File: src/rtl/mem_stage_lsu_if.sv
// Memory request/response bus between the MEM stage LSU and the data memory.
// The request channel is valid/ready; the response channel is valid-only.
interface mem_stage_lsu_if #(
    parameter int XLEN = 64
) ();
    logic                mem_valid;
    logic                mem_ready;
    logic                mem_req;
    logic [XLEN-1:0]     mem_addr;
    logic [1:0]          mem_size;
    logic [XLEN-1:0]     mem_data_write;
    logic [XLEN/8-1:0]   mem_wstrb;
    logic                mem_rsp_valid;
    logic [XLEN-1:0]     mem_data_read;
    logic [1:0]          mem_resp;

    modport master (
        output mem_valid, mem_req, mem_addr, mem_size, mem_data_write, mem_wstrb,
        input  mem_ready, mem_rsp_valid, mem_data_read, mem_resp
    );

    modport slave (
        input  mem_valid, mem_req, mem_addr, mem_size, mem_data_write, mem_wstrb,
        output mem_ready, mem_rsp_valid, mem_data_read, mem_resp
    );
endinterface

File: src/rtl/mem_stage_lsu.sv
// MEM pipeline stage: latches the EX payload, issues one load/store on the
// memory bus, aligns store data/strobes, extends load data and holds the
// result for WB. Misaligned/illegal accesses complete without a bus request.
module mem_stage_lsu #(
    parameter int                 XLEN     = 64,
    parameter int                 INST_W   = 32,
    parameter logic [INST_W-1:0]  NOP_INST = 32'h00000013
) (
    input  logic               clk,
    input  logic               rst,
    input  logic               es_to_ms_valid,
    output logic               ms_allowin,
    input  logic [XLEN-1:0]    es_pc,
    input  logic [INST_W-1:0]  es_inst,
    input  logic [4:0]         es_rd,
    input  logic               es_reg_wen,
    input  logic [1:0]         es_wreg_sel,
    input  logic [2:0]         es_func3,
    input  logic               es_mem_ren,
    input  logic               es_mem_wen,
    input  logic [XLEN-1:0]    es_alu_result,
    input  logic [XLEN-1:0]    es_src2,
    input  logic               ws_allowin,
    output logic               ms_to_ws_valid,
    output logic [XLEN-1:0]    ms_pc,
    output logic [INST_W-1:0]  ms_inst,
    output logic [4:0]         ms_rd,
    output logic               ms_reg_wen,
    output logic [1:0]         ms_wreg_sel,
    output logic [XLEN-1:0]    ms_alu_result,
    output logic [XLEN-1:0]    ms_rdata,
    output logic [1:0]         ms_exc,
    mem_stage_lsu_if.master    mem
);

    localparam int STRB_W = XLEN / 8;
    localparam int OFF_W  = $clog2(STRB_W);

    typedef enum logic [1:0] {
        IDLE = 2'd0,
        REQ  = 2'd1,
        RSP  = 2'd2,
        DONE = 2'd3
    } state_e;

    state_e state_r;
    state_e next_state_s;
    state_e accept_state_s;

    logic              accept_s;
    logic              es_is_mem_s;
    logic              es_bad_s;
    logic [1:0]        es_size_s;
    logic [XLEN-1:0]   src2_r;
    logic [2:0]        func3_r;
    logic              wen_r;
    logic [OFF_W-1:0]  off_r;

    // Nonzero low address bits for the access size means misaligned.
    function automatic logic is_misaligned(input logic [2:0] addr_lo, input logic [1:0] size);
        logic bad;
        case (size)
            2'd0:    bad = 1'b0;
            2'd1:    bad = addr_lo[0];
            2'd2:    bad = |addr_lo[1:0];
            2'd3:    bad = |addr_lo;
            default: bad = 1'b1;
        endcase
        return bad;
    endfunction

    // Byte strobes covering 2^size bytes starting at lane 'off'.
    function automatic logic [STRB_W-1:0] lane_strobe(input logic [OFF_W-1:0] off, input logic [1:0] size);
        logic [STRB_W-1:0] strb;
        int unsigned       lo;
        int unsigned       hi;
        lo = 32'(off);
        hi = lo + (32'd1 << size);
        for (int unsigned i = 0; i < STRB_W; i++) begin
            strb[i] = (i >= lo) && (i < hi);
        end
        return strb;
    endfunction

    // Sign- or zero-extend the low bytes of an already lane-shifted read word.
    function automatic logic [XLEN-1:0] load_extend(input logic [XLEN-1:0] d, input logic [2:0] f3);
        logic [XLEN-1:0] r;
        case (f3)
            3'd0:    r = XLEN'($signed(d[7:0]));
            3'd1:    r = XLEN'($signed(d[15:0]));
            3'd2:    r = XLEN'($signed(d[31:0]));
            3'd4:    r = XLEN'(d[7:0]);
            3'd5:    r = XLEN'(d[15:0]);
            3'd6:    r = XLEN'(d[31:0]);
            default: r = d;
        endcase
        return r;
    endfunction

    assign es_size_s   = es_func3[1:0];
    assign es_is_mem_s = es_mem_ren || es_mem_wen;
    assign es_bad_s    = es_is_mem_s &&
                         (is_misaligned(es_alu_result[2:0], es_size_s) ||
                          ((es_size_s == 2'd3) && (XLEN == 32)));
    assign accept_state_s = (es_is_mem_s && !es_bad_s) ? REQ : DONE;

    assign ms_allowin     = (state_r == IDLE) || ((state_r == DONE) && ws_allowin);
    assign accept_s       = es_to_ms_valid && ms_allowin;
    assign ms_to_ws_valid = (state_r == DONE);

    assign off_r = ms_alu_result[OFF_W-1:0];

    // Request channel is only non-zero while a request is outstanding.
    assign mem.mem_valid      = (state_r == REQ);
    assign mem.mem_req        = (state_r == REQ) ? wen_r : 1'b0;
    assign mem.mem_addr       = (state_r == REQ) ? ms_alu_result : {XLEN{1'b0}};
    assign mem.mem_size       = (state_r == REQ) ? func3_r[1:0] : 2'b00;
    assign mem.mem_data_write = (state_r == REQ) ? (src2_r << {off_r, 3'b000}) : {XLEN{1'b0}};
    assign mem.mem_wstrb      = (state_r == REQ) ? lane_strobe(off_r, func3_r[1:0]) : {STRB_W{1'b0}};

    // State register; reset abandons any in-flight access.
    always_ff @(posedge clk or negedge rst) begin
        if (!rst) begin
            state_r <= IDLE;
        end else begin
            state_r <= next_state_s;
        end
    end

    // Next-state logic for the access sequencer.
    always_comb begin
        next_state_s = state_r;
        case (state_r)
            IDLE: begin
                if (accept_s) next_state_s = accept_state_s;
                else          next_state_s = IDLE;
            end
            REQ: begin
                if (mem.mem_ready) next_state_s = RSP;
                else               next_state_s = REQ;
            end
            RSP: begin
                if (mem.mem_rsp_valid) next_state_s = DONE;
                else                   next_state_s = RSP;
            end
            DONE: begin
                if (accept_s)        next_state_s = accept_state_s;
                else if (ws_allowin) next_state_s = IDLE;
                else                 next_state_s = DONE;
            end
            default: next_state_s = IDLE;
        endcase
    end

    // Payload latch, response capture and clear-to-empty when WB drains us.
    always_ff @(posedge clk or negedge rst) begin
        if (!rst) begin
            ms_pc         <= {XLEN{1'b0}};
            ms_inst       <= NOP_INST;
            ms_rd         <= 5'd0;
            ms_reg_wen    <= 1'b0;
            ms_wreg_sel   <= 2'd0;
            ms_alu_result <= {XLEN{1'b0}};
            ms_rdata      <= {XLEN{1'b0}};
            ms_exc        <= 2'b00;
            src2_r        <= {XLEN{1'b0}};
            func3_r       <= 3'd0;
            wen_r         <= 1'b0;
        end else if (accept_s) begin
            ms_pc         <= es_pc;
            ms_inst       <= es_inst;
            ms_rd         <= es_rd;
            ms_reg_wen    <= es_reg_wen && !es_bad_s;
            ms_wreg_sel   <= es_wreg_sel;
            ms_alu_result <= es_alu_result;
            ms_rdata      <= {XLEN{1'b0}};
            ms_exc        <= {1'b0, es_bad_s};
            src2_r        <= es_src2;
            func3_r       <= es_func3;
            wen_r         <= es_mem_wen;
        end else if ((state_r == RSP) && mem.mem_rsp_valid) begin
            if (mem.mem_resp != 2'b00) begin
                ms_exc[1]  <= 1'b1;
                ms_rdata   <= {XLEN{1'b0}};
                ms_reg_wen <= 1'b0;
            end else if (!wen_r) begin
                ms_rdata <= load_extend(mem.mem_data_read >> {off_r, 3'b000}, func3_r);
            end else begin
                ms_rdata <= {XLEN{1'b0}};
            end
        end else if ((state_r == DONE) && ws_allowin) begin
            ms_pc         <= {XLEN{1'b0}};
            ms_inst       <= NOP_INST;
            ms_rd         <= 5'd0;
            ms_reg_wen    <= 1'b0;
            ms_wreg_sel   <= 2'd0;
            ms_alu_result <= {XLEN{1'b0}};
            ms_rdata      <= {XLEN{1'b0}};
            ms_exc        <= 2'b00;
            src2_r        <= {XLEN{1'b0}};
            func3_r       <= 3'd0;
            wen_r         <= 1'b0;
        end
    end

endmodule
File: src/flat_wrapper.sv
// flat-port wrapper written by rule: the top's interface ports become plain ports
module mem_stage_lsu_flat 
#(
    parameter int                 XLEN     = 64,
    parameter int                 INST_W   = 32,
    parameter logic [INST_W-1:0]  NOP_INST = 32'h00000013
)
  (clk, rst, es_to_ms_valid, ms_allowin, es_pc, es_inst, es_rd, es_reg_wen, es_wreg_sel, es_func3, es_mem_ren, es_mem_wen, es_alu_result, es_src2, ws_allowin, ms_to_ws_valid, ms_pc, ms_inst, ms_rd, ms_reg_wen, ms_wreg_sel, ms_alu_result, ms_rdata, ms_exc, mem_mem_valid, mem_mem_req, mem_mem_addr, mem_mem_size, mem_mem_data_write, mem_mem_wstrb, mem_mem_ready, mem_mem_rsp_valid, mem_mem_data_read, mem_mem_resp);
  mem_stage_lsu_if #(.XLEN(XLEN)) mem_i ();
  input  logic clk;
  input  logic rst;
  input  logic es_to_ms_valid;
  output logic ms_allowin;
  input  logic [XLEN-1:0] es_pc;
  input  logic [INST_W-1:0] es_inst;
  input  logic [4:0] es_rd;
  input  logic es_reg_wen;
  input  logic [1:0] es_wreg_sel;
  input  logic [2:0] es_func3;
  input  logic es_mem_ren;
  input  logic es_mem_wen;
  input  logic [XLEN-1:0] es_alu_result;
  input  logic [XLEN-1:0] es_src2;
  input  logic ws_allowin;
  output logic ms_to_ws_valid;
  output logic [XLEN-1:0] ms_pc;
  output logic [INST_W-1:0] ms_inst;
  output logic [4:0] ms_rd;
  output logic ms_reg_wen;
  output logic [1:0] ms_wreg_sel;
  output logic [XLEN-1:0] ms_alu_result;
  output logic [XLEN-1:0] ms_rdata;
  output logic [1:0] ms_exc;
  output wire logic [$bits(mem_i.mem_valid)-1:0] mem_mem_valid;
  output wire logic [$bits(mem_i.mem_req)-1:0] mem_mem_req;
  output wire logic [$bits(mem_i.mem_addr)-1:0] mem_mem_addr;
  output wire logic [$bits(mem_i.mem_size)-1:0] mem_mem_size;
  output wire logic [$bits(mem_i.mem_data_write)-1:0] mem_mem_data_write;
  output wire logic [$bits(mem_i.mem_wstrb)-1:0] mem_mem_wstrb;
  input wire logic [$bits(mem_i.mem_ready)-1:0] mem_mem_ready;
  input wire logic [$bits(mem_i.mem_rsp_valid)-1:0] mem_mem_rsp_valid;
  input wire logic [$bits(mem_i.mem_data_read)-1:0] mem_mem_data_read;
  input wire logic [$bits(mem_i.mem_resp)-1:0] mem_mem_resp;
  assign mem_mem_valid = mem_i.mem_valid;
  assign mem_mem_req = mem_i.mem_req;
  assign mem_mem_addr = mem_i.mem_addr;
  assign mem_mem_size = mem_i.mem_size;
  assign mem_mem_data_write = mem_i.mem_data_write;
  assign mem_mem_wstrb = mem_i.mem_wstrb;
  assign mem_i.mem_ready = mem_mem_ready;
  assign mem_i.mem_rsp_valid = mem_mem_rsp_valid;
  assign mem_i.mem_data_read = mem_mem_data_read;
  assign mem_i.mem_resp = mem_mem_resp;
  mem_stage_lsu #(.XLEN(XLEN), .INST_W(INST_W), .NOP_INST(NOP_INST)) u_core (.clk(clk), .rst(rst), .es_to_ms_valid(es_to_ms_valid), .ms_allowin(ms_allowin), .es_pc(es_pc), .es_inst(es_inst), .es_rd(es_rd), .es_reg_wen(es_reg_wen), .es_wreg_sel(es_wreg_sel), .es_func3(es_func3), .es_mem_ren(es_mem_ren), .es_mem_wen(es_mem_wen), .es_alu_result(es_alu_result), .es_src2(es_src2), .ws_allowin(ws_allowin), .ms_to_ws_valid(ms_to_ws_valid), .ms_pc(ms_pc), .ms_inst(ms_inst), .ms_rd(ms_rd), .ms_reg_wen(ms_reg_wen), .ms_wreg_sel(ms_wreg_sel), .ms_alu_result(ms_alu_result), .ms_rdata(ms_rdata), .ms_exc(ms_exc), .mem(mem_i));
endmodule
File: config.mk
export PLATFORM = sky130hd
export DESIGN_NAME = mem_stage_lsu_flat
export DESIGN_NICKNAME = d
export VERILOG_FILES = /design/src/rtl/mem_stage_lsu_if.sv /design/src/rtl/mem_stage_lsu.sv /design/src/flat_wrapper.sv
export SDC_FILE = /design/constraint.sdc
export NUM_CORES = 1
export LEC_CHECK = 0
export CORE_AREA = 4 4 268 270
export CTS_BUF_LIST = sky130_fd_sc_hd__clkbuf_8
export DETAILED_ROUTE_END_ITERATION = 6
export DIE_AREA = 0 0 272 274
export DONT_BUFFER_PORTS = 1
export PLACE_DENSITY = 0.44
export SYNTH_ARGS = -nofsm -noshare
export SYNTH_HDL_FRONTEND = slang
export SYNTH_SLANG_ARGS = --single-unit
File: constraint.sdc
create_clock -name clk -period 2.8 [get_ports clk]
set_input_delay 0.28 -clock clk [delete_from_list [all_inputs] [get_ports clk]]
set_output_delay 0.28 -clock clk [all_outputs]
set_load 0.02 [all_outputs]
==> metrics.txt, run 1 <==
Post-synth EDFFs 0; worst hold slack after final layout -0.663 ns; count of non-filler cells in the finished layout 2745; Routed Antenna Nets 0; Top delay family on crit path adder cells; class of the tightest hold or removal check in -> async; global-route wire length before repair 111000 µm; total number of clock tree sinks 304; result of the run complete, but fails checks; residual overflow from global routing 0; last weighted congestion value of the routability-driven placer 0.861; post-synth net total 1729; FP Rows 97; maximum cell stage delay along the critical path around 0.47 ns; Setup-failing EPs final 14; simple logic cell fraction of the synthesized area between 10% and 20%; source of the worst register-to-register timing path u_core.ms_alu_result[0]; final HPWL from detailed placement 57200 µm; Fillers 7099; average footprint of a synthesized cell 10.8 µm²; fraction of synthesized cell area in xor and xnor cells 0%; placeable core region 69500 µm²; compound-cell area share of the yosys netlist 24.2%; count of buffers from port buffering 0; setup TNS after final layout -1.04 ns; kind of capture point of the worst setup path primary output; clock network latency to the later pin of the worst-skew pair around 0.64 ns; Post-Synthesis Cell Area 15300 µm²; buffer levels on the longest clock path 3; number of vias per cell between 5 and 6; number of buffers created by CTS 56; antenna violations before repair 4; minimum period implied by the final worst setup slack 3.07 ns; cells after synthesis about 1400; share of synthesized area spent on multiplexers approximately 11%; fraction of registers with async set/reset 100%; warning count from the yosys run 0; final critical-path share of the clock period 110%; maximum number of pins on one net before global-route repair 305; share of final-layout standard cells stronger than drive strength 1 23.1%; total buffers and inverters traversed by the critical path 2; die span in x approximately 270 µm; main combinational cell family by area after synthesis compound AO/OA/AOI/OAI gates; data required time at the worst endpoint 2.52 ns; via count between 10000 and 15000; number of synthesized register bits 304; dominant synthesized flop cell sky130_fd_sc_hd__dfrtp_1; vias in the first global route 14300; worst-case vdd ir drop 531 µV; cell taking the most area after synthesis sky130_fd_sc_hd__dfrtp_1; series of cell instances along the critical path or2_4, inv_4, ha_4, fa_2, nand2_4, o211ai_1, a21oi_1, nand2_1, o211a_1, buf_12; die outline height 274 µm; count of hold-fix buffers inserted at cts around 260; worst setup slack after layout -0.273 ns; timing-limited maximum frequency roughly 330 MHz; clock skew after layout 0.0293 ns; share of synthesized cell area in full adder, half adder and majority cells 0.295%; most common library cell in the layout ignoring fill and taps sky130_fd_sc_hd__dfrtp_1; setup repair after global routing missed its margin yes; Area growth syn-to-layout 44.5%; initial drt markers 1064; number of design rule violations left after detail routing 0; biggest area contributors in the synthesized netlist sky130_fd_sc_hd__dfrtp_1, sky130_fd_sc_hd__a22o_1, sky130_fd_sc_hd__mux2i_1; slew at the pin with the worst max-slew slack 1.81 ns; arrival time of the worst setup path 2.79 ns; Clock Pin Slew Worst Setup and Hold Paths roughly 0.060 ns; DP Cell Count 2334; die footprint 74500 µm²; slowest stage cell on the critical path sky130_fd_sc_hd__fa_2; violated checks hold timing, slew limit, setup timing; TritonRoute pass-1 iters 7; number of pins exceeding their max-slew limit in the final report 165; TritonCTS clock tree done; relative slew slack -20.5%; final layout net count 2070; maximum fanout along the worst path 5; Setup CP Type reg -> out; Pleak just under 10 nW; cells on worst reg2reg path 9; routed len/inst 29.3 µm; All-Layer GR Usage just over 20%; critical path startpoint category flip-flop; cell area power density around 1200 nW/µm²; sequential share of the synthesized area 49.9%; capture point of the worst reg-to-reg path u_core.ms_rdata[59]; total power of the final layout 27.3 mW; Synth top area share between 40% and 50%; worst slack at placement 0.0881 ns; leading cell types in the layout, fill and taps excluded sky130_fd_sc_hd__dfrtp_1, sky130_fd_sc_hd__dlygate4sd3_1, sky130_fd_sc_hd__a22o_1, sky130_fd_sc_hd__buf_4, sky130_fd_sc_hd__nand2_1; count of final hold-check violations 301; unique cell type count in the Yosys netlist just under 60; reg2reg setup slack 0.02 ns; Root Driver sky130_fd_sc_hd__clkbuf_8; initial cell density of the core 21.9%; H-tree Lvls 2; sum of routed wire length over all layers 80300 µm; top-level port count 685; number of max-cap violations 0
==> power breakdown <==
part | internal, mW | switching, mW | total (mW)
Combinational | 5.86 | 7.43 | 13.3
Clock | 2.52 | 2.13 | 4.64
Sequential | 5.97 | 3.39 | 9.36
Total | 14.3 | 13.0 | 27.3
==> metrics by stage <==
stage | cell area (µm²) | util (%)
3_3_place_gp | 16900 | 24.3
5_1_grt | 22000 | 31.7
2_1_floorplan | 15300 | -
3_5_place_dp | 16900 | 24.3
6_report | 22000 | 31.7
4_1_cts | 21500 | 30.9
==> cells in the mapped netlist (2+ instances only) <==
library cell / n
sky130_fd_sc_hd__a211o_1: 2
sky130_fd_sc_hd__a211oi_1: 15
sky130_fd_sc_hd__a21boi_0: 3
sky130_fd_sc_hd__a21o_1: 3
sky130_fd_sc_hd__a21oi_1: 53
sky130_fd_sc_hd__a221o_1: 7
sky130_fd_sc_hd__a221oi_1: 2
sky130_fd_sc_hd__a22o_1: 230
sky130_fd_sc_hd__a22oi_1: 16
sky130_fd_sc_hd__a31o_2: 6
sky130_fd_sc_hd__a32oi_1: 4
sky130_fd_sc_hd__and2_1: 82
sky130_fd_sc_hd__and3_1: 16
sky130_fd_sc_hd__buf_1: 9
sky130_fd_sc_hd__buf_2: 36
sky130_fd_sc_hd__buf_4: 7
sky130_fd_sc_hd__buf_6: 2
sky130_fd_sc_hd__clkbuf_1: 86
sky130_fd_sc_hd__dfrtp_1: 301
sky130_fd_sc_hd__dfstp_2: 3
sky130_fd_sc_hd__ha_1: 2
sky130_fd_sc_hd__inv_1: 7
sky130_fd_sc_hd__mux2_2: 22
sky130_fd_sc_hd__mux2i_1: 95
sky130_fd_sc_hd__mux4_2: 20
sky130_fd_sc_hd__nand2_1: 96
sky130_fd_sc_hd__nand2b_1: 11
sky130_fd_sc_hd__nand3_1: 2
sky130_fd_sc_hd__nor2_1: 88
sky130_fd_sc_hd__nor2b_1: 18
sky130_fd_sc_hd__nor3_1: 4
sky130_fd_sc_hd__nor3b_1: 2
sky130_fd_sc_hd__o211a_1: 2
sky130_fd_sc_hd__o21ai_0: 79
sky130_fd_sc_hd__o21ai_1: 29
sky130_fd_sc_hd__o22a_1: 12
sky130_fd_sc_hd__o22ai_1: 19
sky130_fd_sc_hd__o31ai_1: 3
sky130_fd_sc_hd__o31ai_2: 3
==> registers in the layout, summed over array words and instances, names as in the netlist <==
name and flops:
u_core.ms_rdata 64, u_core.ms_exc 2, u_core.ms_alu_result 64, u_core.ms_inst 32, u_core.ms_reg_wen 1, u_core.func3_r 3, u_core.state_r 2, u_core.src2_r 64
u_core.ms_pc 64, u_core.wen_r 1, u_core.ms_rd 5, u_core.ms_wreg_sel 2
==> repair_timing <==
action                     in CTS  in global routing
pin swaps                      14                 26
cloned                          8                  6
resized for setup              88                 82
hold endpoints to repair      560                304
setup buffers                  16                 13
setup endpoints to repair      71                 45
==> cells by family after synthesis <==
kind of cell	after synthesis
compound gates	497
simple gates	328
buf+inv	147
flops	304
fa+ha+maj	3
mux	138
==> metal layers <==
layer	track usage, %	up-vias	part of all wire [%]
met3	6.37	102	9.0
li1	-	5950	-
met2	34.6	721	49
met4	4.82	6	2.5
met1	24.6	7115	39
met5	0	-	0.049
==> final cells by class <==
cell class	count	area (µm²)	share of cell area [%]
Clock inverter	32	224	1.02
Antenna cell	1	2.50	0.0114
Sequential cell	304	7620	34.6
Clock buffer	72	991	4.50
Multi-Input combinational cell	966	7500	34.0
Timing Repair Buffer	423	4490	20.4
Tap cell	940	1180	5.34
Inverter	7	33.8	0.153
==> how the worst max path moves through the flow <==
| stage | from | to | slack, ns | depth (start not counted) |
|---|---|---|---|---|
| 6_report | u_core.func3_r[1] | mem_mem_wstrb[6] | -0.27 | 10 |
| 5_1_grt | u_core.func3_r[0] | mem_mem_wstrb[6] | -0.41 | 10 |
| 4_1_cts | u_core.func3_r[0] | mem_mem_wstrb[6] | -0.28 | 10 |
| 3_3_place_gp | u_core.func3_r[0] | mem_mem_wstrb[2] | 0.13 | 9 |
| 3_5_place_dp | u_core.func3_r[1] | mem_mem_wstrb[2] | 0.09 | 8 |
| 2_1_floorplan | u_core.ms_alu_result[0] | mem_mem_wstrb[0] | 0.20 | 7 |
Note: power is estimated with default switching activity, not from simulation.
==> run 2: changes to the inputs <==
--- a/config.mk
+++ b/config.mk
@@ -10,7 +10,9 @@
 export DETAILED_ROUTE_END_ITERATION = 6
 export DIE_AREA = 0 0 272 274
 export DONT_BUFFER_PORTS = 1
+export GPL_ROUTABILITY_DRIVEN = 0
 export PLACE_DENSITY = 0.44
+export SKIP_CTS_REPAIR_TIMING = 1
 export SYNTH_ARGS = -nofsm -noshare
 export SYNTH_HDL_FRONTEND = slang
 export SYNTH_SLANG_ARGS = --single-unit
==> run 2 against run 1 <==
Effect of this change: the flow still finishes with violations (hold timing, slew limit, setup timing); sequential share of layout area up 0.21 points; register-to-register slack better by 0.20 ns; clock-buffer cell count did not move; clock skew rose by 0.0033 ns; core utilization fell by 0.18 points; worst hold slack gained 0.0033 ns; via count rose by 0.41%; non-clock buffer count is 9 lower.
==> metrics.txt, run 2 (synthesis results as in run 1) <==
share of power burned in the clock network 17.1% (about the same); sequential share of power 34.7% (+0.4 points); die outline height 274 µm (unchanged); setup repair after global routing missed its margin yes; final design area excluding fillers 21900 µm² (-0.58%); minimum period implied by the final worst setup slack 3.10 ns (+0.0251 ns); switching part of the total 47.7% (+0.25 points); number of vias per cell 5.10 (+0.67%); via count 14000 (+0.41%); final HPWL from detailed placement 57200 µm (unchanged); die footprint 74500 µm² (unchanged); reg2reg setup slack 0.22 ns (+0.20 ns); final core utilization 31.5% (-0.18 points); residual overflow from global routing 0 (unchanged); Routed Antenna Nets 0 (unchanged); FP Rows 97 (unchanged); slew at the pin with the worst max-slew slack 1.73 ns (-0.0816 ns); NetSw 12.9 mW (-0.32%); Pleak 9.58 nW (-0.37%); worst hold slack after final layout -0.659 ns (+0.00333 ns); All-Layer GR Usage 19.0% (-1.1 points); arrival time of the worst setup path 2.82 ns (+0.03 ns); kind of capture point of the worst setup path primary output; internal power contribution 14.2 mW (-1.3%); placeable core region 69500 µm² (unchanged); worst setup slack after layout -0.298 ns (-0.0251 ns); total number of clock tree sinks 304 (unchanged); critical path startpoint category flip-flop; die span in x 272 µm (unchanged); slowest stage cell on the critical path sky130_fd_sc_hd__fa_2; source of the worst register-to-register timing path u_core.ms_alu_result[0]; setup TNS after final layout -1.30 ns (-0.259 ns); H-tree Lvls 2 (unchanged); most common library cell in the layout ignoring fill and taps sky130_fd_sc_hd__dfrtp_1; worst-case vdd ir drop 530 µV (about the same); relative slew slack -15.1% (+5.4 points); vias in the first global route 12600 (-12%); timing-limited maximum frequency 323 MHz (-0.81%); Root Driver sky130_fd_sc_hd__clkbuf_8; maximum number of pins on one net before global-route repair 305 (unchanged); Area growth syn-to-layout 43.7%; total buffers and inverters traversed by the critical path 1 (-1); violated checks hold timing, slew limit, setup timing; Setup CP Type reg -> out; routed len/inst 29.2 µm (-0.29%); count of final hold-check violations 301 (unchanged); maximum fanout along the worst path 5 (unchanged); count of buffers from port buffering 0 (unchanged); result of the run complete, but fails checks; buffer levels on the longest clock path 3 (unchanged); TritonCTS clock tree done; initial cell density of the core 21.9% (unchanged); Top delay family on crit path adder cells; class of the tightest hold or removal check in -> async; Clock Pin Slew Worst Setup and Hold Paths 0.06 ns (about the same); final layout net count 2062 (-0.39%); capture point of the worst reg-to-reg path u_core.ms_rdata[29]; number of design rule violations left after detail routing 0 (unchanged); cells on worst reg2reg path 8 (-1); share of final-layout standard cells stronger than drive strength 1 22.5% (-0.62 points); initial drt markers 1133 (+6.5%); data required time at the worst endpoint 2.52 ns (about the same); final critical-path share of the clock period 111% (+0.90 points); TritonRoute pass-1 iters 5 (-2); clock network latency to the later pin of the worst-skew pair 0.65 ns (about the same); top-level port count 685 (unchanged); cell area power density 1240 nW/µm² (-0.26%); sum of routed wire length over all layers 79900 µm (-0.55%); clock skew after layout 0.0326 ns (+0.00325 ns); number of pins exceeding their max-slew limit in the final report 116 (-30%); number of buffers created by CTS 56 (unchanged); antenna violations before repair 10 (+6); maximum cell stage delay along the critical path 0.62 ns (+0.15 ns); share of power burned in combinational logic 48.2% (-0.5 points); number of max-cap violations 0 (unchanged); placed instance area 16900 µm² (unchanged); total power of the final layout 27.1 mW (-0.84%); Setup-failing EPs final 11 (-3); series of cell instances along the critical path ha_4, fa_2, nand2_4, o211ai_1, a21oi_1, nand2_1, o211a_1, buf_12; leading cell types in the layout, fill and taps excluded sky130_fd_sc_hd__dfrtp_1, sky130_fd_sc_hd__dlygate4sd3_1, sky130_fd_sc_hd__a22o_1, sky130_fd_sc_hd__buf_4, sky130_fd_sc_hd__nand2_1; global-route wire length before repair 103000 µm (-6.9%)
run 2: area by class of cell:
cell class	instances	area [µm²]
fill	7109	47600
sequential	304	7620
multi-input combinational	967	7500
timing repair buffer	414	4360
tap	940	1180
clock buffer	72	991
clock inverter	32	224
inverter	7	33.8
antenna	2	5.00
run 2: worst max path at each step:
stage	cells past startpoint	from	endpoint	slack (ns)
after floorplan	7	u_core.ms_alu_result[0]	mem_mem_wstrb[0]	0.20
after global placement	9	u_core.func3_r[0]	mem_mem_wstrb[2]	0.13
final	8	u_core.ms_alu_result[0]	mem_mem_wstrb[6]	-0.30
after global routing	8	u_core.ms_alu_result[0]	mem_mem_wstrb[6]	-0.43
after detailed placement	8	u_core.func3_r[1]	mem_mem_wstrb[2]	0.09
after CTS	8	u_core.func3_r[1]	mem_mem_wstrb[2]	-0.68
run 2: layer usage:
layer  wire (µm)  vias to the layer above  GRT usage [%]
li1            -                     5934              -
met1       30800                     7118           22.7
met2       39100                      763           32.4
met3        7820                      124           7.67
met4        2010                       12           3.97
met5          80                        -              0
run 2: power groups by stage:
stage,clock network [mW],registers [mW],logic [mW]
3_3_place_gp,0,9.41,10.7
6_report,4.64,9.38,13.1
2_1_floorplan,0,8.33,7.43
5_1_grt,4.98,9.54,13.9
4_1_cts,4.78,9.35,10.8
3_5_place_dp,0,9.38,10.8
run 2: metrics by stage:
| step | instances | hold WS, ns | worst slack (ns) |
|---|---|---|---|
| floorplan | 1417 | -0.0156 | 0.203 |
| global placement | 2334 | -0.00316 | 0.135 |
| detailed placement | 2334 | -0.00395 | 0.0881 |
| CTS | 2438 | -0.735 | -0.679 |
| global route | 2736 | -0.741 | -0.430 |
| finish | 2738 | -0.659 | -0.298 |
run 2: worst reg2reg max path, delay by kind of cell (launching register included):
kind / cells / cell delay, ns
AOI/OAI and AO/OA: 2 / 0.28
DFF: 1 / 0.48
buffers and inverters: 4 / 1.29
muxes: 1 / 0.33
and+or+nand+nor: 1 / 0.06
==> run 3: changes to the inputs <==
--- a/config.mk
+++ b/config.mk
@@ -11,7 +11,7 @@
 export DIE_AREA = 0 0 272 274
 export DONT_BUFFER_PORTS = 1
 export GPL_ROUTABILITY_DRIVEN = 0
-export PLACE_DENSITY = 0.44
+export PLACE_DENSITY = 0.45
 export SKIP_CTS_REPAIR_TIMING = 1
 export SYNTH_ARGS = -nofsm -noshare
 export SYNTH_HDL_FRONTEND = slang
==> constraint.sdc (replaced) <==
create_clock -name clk -period 2.7 [get_ports clk]
set_input_delay 0.27 -clock clk [delete_from_list [all_inputs] [get_ports clk]]
set_output_delay 0.27 -clock clk [all_outputs]
set_load 0.02 [all_outputs]
==> run 3 against run 2 <==
Effect of this change: the flow still finishes with violations (hold timing, slew limit, setup timing); register-to-register slack worse by 0.09 ns; worst setup slack worse by 0.037 ns; final cell count is 0.15% higher; first-iteration DRC count is 13% lower; core utilization is 0.22 points higher; critical path type unchanged.
==> metrics.txt, run 3 (synthesis results as in run 1) <==
result of the run complete, but fails checks; violated checks hold timing, slew limit, setup timing; slew at the pin with the worst max-slew slack 1.57 ns (-0.161 ns); initial drt markers 985 (-13%); setup repair after global routing missed its margin yes; die outline height 274 µm (unchanged); kind of capture point of the worst setup path primary output; buffer levels on the longest clock path 3 (unchanged); cell area power density 1300 nW/µm² (+5.1%); minimum period implied by the final worst setup slack ~3.0 ns; met2 usage in global routing 32.6% (+0.21 points); worst setup slack after layout -0.335 ns (-0.0370 ns); Fillers 7058 (-0.72%); number of buffers created by CTS 59 (+5.4%); clock network latency to the later pin of the worst-skew pair 0.65 ns (about the same); Area growth syn-to-layout 44.7%; GRT met1 Usage 21.2% (-1.5 points); top-level port count 685 (unchanged); peak-usage layer in the global routing report met2; data required time at the worst endpoint 2.43 ns (-0.09 ns); total number of clock tree sinks 304 (unchanged); via count 14000 (+0.52%); final layout net count 2060 (-0.097%); number of vias per cell 5.11 (+0.37%); initial cell density of the core 21.9% (unchanged); share of final-layout standard cells stronger than drive strength 1 22.5% (+0.031 points); Setup CP Type reg -> out; global-route wire length before repair 101000 µm (-1.6%); All-Layer GR Usage 18.6% (-0.43 points); antenna violations before repair 11 (+1); leading cell types in the layout, fill and taps excluded sky130_fd_sc_hd__dfrtp_1, sky130_fd_sc_hd__dlygate4sd3_1, sky130_fd_sc_hd__a22o_1, sky130_fd_sc_hd__buf_4, sky130_fd_sc_hd__nand2_1; routed len/inst 29.0 µm (-0.67%); count of buffers from port buffering 0 (unchanged); arrival time of the worst setup path 2.76 ns (-0.06 ns); maximum fanout along the worst path 5 (unchanged); Clock Pin Slew Worst Setup and Hold Paths 0.06 ns (about the same); Setup-failing EPs final 26 (+15); FP Rows 97 (unchanged); critical path startpoint category flip-flop; global-route met3 utilization 7.68% (+0.0088 points); maximum number of pins on one net before global-route repair 305 (unchanged); TritonCTS clock tree done; sum of routed wire length over all layers 79400 µm (-0.53%); relative slew slack -4.34% (+11 points); residual overflow from global routing 0 (unchanged); die footprint 74500 µm² (unchanged); Routed Antenna Nets 0 (unchanged); Root Driver sky130_fd_sc_hd__clkbuf_8; timing-limited maximum frequency 330 MHz; count of final hold-check violations 304 (+1.0%); number of design rule violations left after detail routing 0 (unchanged); placed instance area 17000 µm² (+0.53%); number of max-cap violations 0 (unchanged); H-tree Lvls 2 (unchanged); most common library cell in the layout ignoring fill and taps sky130_fd_sc_hd__dfrtp_1; final HPWL from detailed placement 55600 µm (-2.7%); total power of the final layout 28.7 mW (+5.9%); TritonRoute pass-1 iters 5 (unchanged); class of the tightest hold or removal check in -> async; vias in the first global route 12700 (+0.89%); worst-case vdd ir drop 637 µV (+20%); die span in x 272 µm (unchanged); Pleak 9.63 nW (+0.55%); final critical-path share of the clock period 112%; clock skew after layout 0.0446 ns (+0.0120 ns); final design area excluding fillers 22100 µm² (+0.70%); worst hold slack after final layout -0.689 ns (-0.0299 ns); placeable core region 69500 µm² (unchanged); number of pins exceeding their max-slew limit in the final report 79 (-32%)
[run 3: cell types whose count changed in the layout (fill, tap and decap cells not counted), moves of 4 or more]
cell,before,now
sky130_fd_sc_hd__clkbuf_8,72,81
sky130_fd_sc_hd__nor2_2,16,7
sky130_fd_sc_hd__mux2i_2,4,10
sky130_fd_sc_hd__nor2_1,72,78
sky130_fd_sc_hd__and3_1,10,6
sky130_fd_sc_hd__and3_4,4,8
sky130_fd_sc_hd__clkinv_2,12,8
sky130_fd_sc_hd__mux2i_1,86,82
[run 3: area by class of cell]
cell class	count	area (µm²)	share of cell area, %
multi-input cells	966	7510	34.0
repair buffers	410	4310	19.5
clock inverters	30	275	1.25
clock buffers	81	1110	5.05
flip-flops and latches	304	7620	34.5
inverters	7	41.3	0.187
well taps	940	1180	5.33
diodes	4	10.0	0.0454
[run 3: metrics by stage]
step	hold slack [ns]	setup TNS [ns]	cells	setup WS [ns]	utilization [%]
after floorplan	-0.0256	0	1417	0.113	-
after global placement	-0.0114	0	2336	0.0925	24.5
after detailed placement	-0.0120	-0.00968	2336	-0.00968	24.5
after CTS	-0.766	-25.42	2447	-0.778	26.5
after global routing	-0.758	-7.65	2740	-0.440	31.7
final	-0.689	-3.01	2742	-0.335	31.7
[run 3: path summary, 6_finish.rpt]
check | start | cells after the start | slack [ns] | end
min in group clk | mem_mem_data_read[63] | 4 | 0 | u_core.ms_rdata[63]
max in group asynchronous | rst | 0 | 2.14 | u_core.src2_r[44]
worst min register to register | u_core.src2_r[40] | 1 | 0.52 | u_core.src2_r[40]
worst min-delay path | rst | 0 | -0.69 | u_core.ms_rdata[62]
worst max register to register | u_core.ms_alu_result[0] | 7 | 0.13 | u_core.ms_rdata[9]
worst max-delay path | u_core.ms_alu_result[0] | 7 | -0.33 | mem_mem_wstrb[2]
[run 3: per-layer routing]
| metal | share of wire, % | wire, µm | up-vias |
|---|---|---|---|
| li1 | - | - | 5947 |
| met1 | 38 | 29800 | 7217 |
| met2 | 50 | 40100 | 724 |
| met3 | 9.4 | 7490 | 125 |
| met4 | 2.5 | 1970 | 10 |
| met5 | 0.072 | 57 | - |
[run 3: report_power, final]
part	internal [mW]	switching (mW)	total [mW]
clock	3.16	2.22	5.38
sequential	6.20	3.51	9.71
combinational	5.85	7.71	13.6
total	15.2	13.4	28.7
[run 3: critical path, stage by stage, from the launching register on]
cell and delay (ns):
sky130_fd_sc_hd__dfrtp_4 0.52, sky130_fd_sc_hd__ha_4 0.20, sky130_fd_sc_hd__fa_2 0.46, sky130_fd_sc_hd__buf_6 0.16, sky130_fd_sc_hd__a31oi_4 0.13, sky130_fd_sc_hd__o21ai_2 0.10
sky130_fd_sc_hd__a221oi_1 0.31, sky130_fd_sc_hd__buf_4 0.24
